==> config.mk <==
export PLATFORM = sky130hd
export DESIGN_NAME = dense_layer_sequencer
export DESIGN_NICKNAME = d
export VERILOG_FILES = /design/src/rtl/dense_layer_sequencer.sv
export SDC_FILE = /design/constraint.sdc
export NUM_CORES = 1
export LEC_CHECK = 0
export BUFFER_PORTS_ARGS = -buffer_cell sky130_fd_sc_hd__clkbuf_2
export CORE_MARGIN = 2
export CORE_UTILIZATION = 50
export CTS_BUF_LIST = sky130_fd_sc_hd__clkbuf_4
export DETAILED_ROUTE_END_ITERATION = 16
export PLACE_DENSITY_LB_ADDON = 0.08
export SETUP_SLACK_MARGIN = 0.5
export SLEW_MARGIN = 15
export SYNTH_ARGS = -nofsm -noshare
export SYNTH_HDL_FRONTEND = slang
export SYNTH_SLANG_ARGS = --single-unit
==> constraint.sdc <==
create_clock -name clk -period 2.9 [get_ports clk]
set_input_delay 0.29 -clock clk [delete_from_list [all_inputs] [get_ports clk]]
set_output_delay 0.29 -clock clk [all_outputs]
set_load 0.05 [all_outputs]
==> src/rtl/dense_layer_sequencer.sv <==
// Control sequencer for one fully-connected layer: loads N_IN activations, runs
// N_OUT/LANES neuron groups through the MAC lanes, then drains the results.
module dense_layer_sequencer #(
    parameter int N_IN   = 784,
    parameter int N_OUT  = 10,
    parameter int LANES  = 1,
    parameter int IN_AW  = 10,
    parameter int OUT_AW = 4,
    parameter int W_AW   = 14
) (
    input  logic              clk,
    input  logic              rst,
    input  logic              start,
    input  logic              relu,
    output logic              busy,
    output logic              done,
    input  logic              in_valid,
    output logic              in_ready,
    output logic              in_we,
    output logic [IN_AW-1:0]  in_addr,
    output logic [W_AW-1:0]   w_addr,
    output logic              mac_clear,
    output logic              mac_en,
    output logic              mac_bias,
    output logic              relu_q,
    output logic              out_we,
    output logic [OUT_AW-1:0] out_grp,
    output logic              out_valid,
    input  logic              out_ready,
    output logic [OUT_AW-1:0] out_addr,
    output logic              out_last
);
    localparam int N_GRP = N_OUT / LANES;
    localparam logic [IN_AW-1:0]  I_LAST = IN_AW'(N_IN - 1);
    localparam logic [OUT_AW-1:0] G_LAST = OUT_AW'(N_GRP - 1);
    localparam logic [OUT_AW-1:0] O_LAST = OUT_AW'(N_OUT - 1);

    typedef enum logic [2:0] {
        S_IDLE, S_LOAD, S_CLR, S_MAC, S_BIAS, S_WB, S_DRAIN
    } state_t;

    state_t            state_reg, state_next;
    logic [IN_AW-1:0]  i_reg, i_next;
    logic [OUT_AW-1:0] grp_reg, grp_next;
    logic [OUT_AW-1:0] o_reg, o_next;
    logic              relu_reg, relu_next;

    always_ff @(posedge clk or posedge rst) begin
        if (rst) begin
            state_reg <= S_IDLE;
            i_reg     <= '0;
            grp_reg   <= '0;
            o_reg     <= '0;
            relu_reg  <= 1'b0;
        end else begin
            state_reg <= state_next;
            i_reg     <= i_next;
            grp_reg   <= grp_next;
            o_reg     <= o_next;
            relu_reg  <= relu_next;
        end
    end

    assign relu_q = relu_reg;

    always_comb begin
        state_next = state_reg;
        i_next     = i_reg;
        grp_next   = grp_reg;
        o_next     = o_reg;
        relu_next  = relu_reg;
        busy       = (state_reg != S_IDLE);
        done       = 1'b0;
        in_ready   = 1'b0;
        in_we      = 1'b0;
        in_addr    = '0;
        w_addr     = '0;
        mac_clear  = 1'b0;
        mac_en     = 1'b0;
        mac_bias   = 1'b0;
        out_we     = 1'b0;
        out_grp    = '0;
        out_valid  = 1'b0;
        out_addr   = '0;
        out_last   = 1'b0;
        case (state_reg)
            S_IDLE: begin
                if (start) begin
                    state_next = S_LOAD;
                    relu_next  = relu;
                    i_next     = '0;
                    grp_next   = '0;
                end
            end
            S_LOAD: begin
                in_ready = 1'b1;
                in_addr  = i_reg;
                if (in_valid) begin
                    in_we = 1'b1;
                    if (i_reg == I_LAST) begin
                        i_next     = '0;
                        state_next = S_CLR;
                    end else begin
                        i_next = i_reg + 1'b1;
                    end
                end
            end
            S_CLR: begin
                mac_clear  = 1'b1;
                i_next     = '0;
                state_next = S_MAC;
            end
            S_MAC: begin
                mac_en  = 1'b1;
                in_addr = i_reg;
                // Weight rows are laid out group-major: N_IN rows per group.
                w_addr  = W_AW'(grp_reg) * W_AW'(N_IN) + W_AW'(i_reg);
                if (i_reg == I_LAST) begin
                    i_next     = '0;
                    state_next = S_BIAS;
                end else begin
                    i_next = i_reg + 1'b1;
                end
            end
            S_BIAS: begin
                mac_en     = 1'b1;
                mac_bias   = 1'b1;
                w_addr     = W_AW'(grp_reg);
                state_next = S_WB;
            end
            S_WB: begin
                out_we  = 1'b1;
                out_grp = grp_reg;
                if (grp_reg == G_LAST) begin
                    o_next     = '0;
                    state_next = S_DRAIN;
                end else begin
                    grp_next   = grp_reg + 1'b1;
                    state_next = S_CLR;
                end
            end
            S_DRAIN: begin
                out_valid = 1'b1;
                out_addr  = o_reg;
                out_last  = (o_reg == O_LAST);
                if (out_ready) begin
                    if (o_reg == O_LAST) begin
                        done       = 1'b1;
                        state_next = S_IDLE;
                    end else begin
                        o_next = o_reg + 1'b1;
                    end
                end
            end
            default: state_next = S_IDLE;
        endcase
    end
endmodule

==> summary.md <==
| Metric | Value |
|---|---|
| Slew @ Worst Pin | `a little under 900 ps` |
| CP endpoint kind | `output port` |
| CTS clock-pin slew for the worst setup and hold paths | `approximately 150 ps` |
| CTS Root Cell | `clkbuf_4` |
| Final GP Congestion | `0.910` |
| Peak Freq | `~0.35 GHz` |
| Initial Util | `52.1%` |
| Clk Latency, worst-skew pair | `between 300 and 400 ps` |
| Syn Area/Cell | `about 8.5 sq um` |
| Max-slew violation count | `0` |
| Req. time, crit path | `2610 ps` |
| Post-synth net total | `270` |
| DIE HEIGHT | `slightly below 70 um` |
| Most common cell after layout, fill and taps aside | `clkbuf_2` |
| Cts bufs inserted | `3` |
| Crit path max fanout | `5` |
| Drt first pass iters | `5` |
| First-pass GRT wire length | `9.40 mm` |
| DP Cell Count | `between 300 and 400` |
| Power Dens Cells | `471 nW/um^2` |
| Final Hold Fails | `0` |
| # diodes | `0` |
| Final net count | `335` |
| Seq cells post-synth | `22` |
| Total power | `0.00136 W` |
| DIE AREA | `4700 sq um` |
| Worst setup SP type | `flip-flop` |
| Rel. slew slack | `41.1%` |
| Final critical-path share of the clock period | `a little under 100%` |
| Gr usage total | `about a quarter` |
| CTS tree | `done` |
| Drt drc | `0` |
| Sequential fraction of the synthesis area | `26.4%` |
| H-tree depth | `1` |
| Grt ovf | `0` |
| CP Class | `reg -> out` |
| Vias in the first global route | `2022` |
| Status | `finished clean` |
| Synth async-reset ratio | `100%` |
| Post-synth EDFFs | `0` |
| Worst hold slack | `102 ps` |
| Die X | `68.6 um` |
| Antenna-violating nets left | `0` |
| DR WL/cell | `16.8 um` |
| Static Leak | `1.30 nW` |
| Hold WC Path Type | `in -> async` |
| Initial antenna violation count | `0` |
| Post-Syn Area | `2080 sq um` |
| Drt total wl | `6.02 mm` |
| Row count | `23` |
| Area Overhead vs Synth | `38.2%` |
| Post-layout min period | `2840 ps` |
| Share of layout cells above drive strength 1 | `41.9%` |
| Main flop type after synthesis | `dfrtp_1` |
| Fin util | `72.0%` |
| Max-cap viol count | `0` |
| Pin count of the biggest net entering global routing | `23` |
| Vias per Instance | `5.92` |
| Vias | `2118` |
| Max reg flops | `10` |
| Max Clock Skew | `about 9.5 ps` |
| Maximum VDD drop | `545 uV` |
| Dpl hpwl | `4.18 mm` |
| Commonest non-fill, non-tap cells in the layout | `clkbuf_2 (40), nand2_1 (19), buf_4 (19), and2_1 (17), nor2_1 (17)` |
| Synth unique cells | `55` |
| Core box area | `between 4000 and 5000 sq um` |
| I/O Pins | `49` |
| DR iter-0 viols | `112` |
| Clock buffer depth | `2` |
| Clock sinks | `22` |
| Layout Cells excl Fill | `358` |
| RSZ-0062 raised after global routing | `true` |
| Ys Warns | `0` |
| Cell count after synthesis | `244` |
| # setup viols final | `0` |
| WP data arrival | `2550 ps` |
| Port Buf Inserts | `48` |
critical path: stages (launching register included):
cell     delay, ps
dfrtp_2        500
ha_4           290
inv_2           40
ha_4           220
ha_4           280
nand2_4         50
or4_4          500
mux2i_4        200
buf_8          150
cell type report:
cell class	count	area, sq um
clock buffers	3	22.5
flip-flops and latches	22	558
clock inverters	1	30.0
repair buffers	69	462
well taps	50	62.6
fillers	314	1120
multi-input cells	202	1710
inverters	11	41.3
report_power, final:
part | internal, W | total, W | switching [W]
Sequential | 0.000344 | 0.000417 | 0.0000726
Clock | 0.000140 | 0.000250 | 0.000111
Combinational | 0.000274 | 0.000689 | 0.000415
Total | 0.000758 | 0.00136 | 0.000598
cells in the mapped netlist (2+ instances only):
library cell,number,area share (%)
xor2_1,2,0.84
nor3b_1,3,1.1
dfrtp_1,22,26
and2_1,17,5.1
o31ai_1,2,0.72
nand2_1,20,3.6
o21a_1,3,1.1
ha_1,19,11
nand3b_1,2,0.72
clkbuf_1,5,0.90
nand3_1,7,1.7
xnor2_1,3,1.3
nand2b_1,8,2.4
nor2_1,19,3.4
mux2i_1,6,2.9
o21ai_0,13,3.1
a21o_1,4,1.4
or3_1,3,0.90
inv_1,11,2.0
nand4_1,3,0.90
a211oi_1,4,1.4
a31oi_1,2,0.60
o21bai_1,3,1.1
mux2_2,3,1.6
nor4_1,2,0.60
buf_2,2,0.48
a21oi_1,7,1.7
a22o_1,9,3.8
nor3_1,9,2.2
and3b_1,2,0.84
and3_1,5,1.5
kinds of logic (layout without fill, tap and decap cells):
logic type,count (synthesis),in the layout,share of synthesized area [%]
flops,22,22,26.4
buf+inv,20,84,4.26
mux,9,9,4.50
xor+xnor,5,5,2.10
simple gates,108,108,28.8
compound gates,60,60,21.6
fa+ha+maj,20,20,12.4
metal layers:
metal | share of wire [%] | up-vias | GRT usage (%)
met1 | 41 | 1025 | 33.8
li1 | - | 1011 | -
met5 | 0 | - | 0
met2 | 52 | 67 | 46.2
met4 | 1.8 | 0 | 10.0
met3 | 4.6 | 15 | 1.95
through the flow:
stage | setup TNS, ps | cell area (sq um) | worst slack (ps)
6_report | 0 | 2880 | 58.6
5_1_grt | -19.7 | 2880 | -11.3
4_1_cts | 0 | 2830 | 47.4
3_5_place_dp | 0 | 2520 | 183
3_3_place_gp | 0 | 2520 | 261
2_1_floorplan | 0 | 2210 | 340
path summary, 6_finish.rpt:
path | start | end | slack [ps] | depth (start not counted)
min | rst | o_reg[0] | 100 | 2
max reg2reg | i_reg[5] | i_reg[3] | 860 | 5
min reg2reg | relu_q | relu_q | 500 | 2
max in group asynchronous | rst | grp_reg[1] | 2210 | 2
max | grp_reg[3] | w_addr[13] | 60 | 8
min in group clk | relu | relu_q | 140 | 3
timing repair:
| item | 4_1_cts | 5_1_grt |
|---|---|---|
| pin swaps | 13 | 3 |
| endpoints found under the setup margin | 11 | 9 |
| hold buffers | 0 | 0 |
| gates resized for setup | 37 | 14 |
| setup buffers | 12 | 2 |
Power figures use the tool's default switching activity.
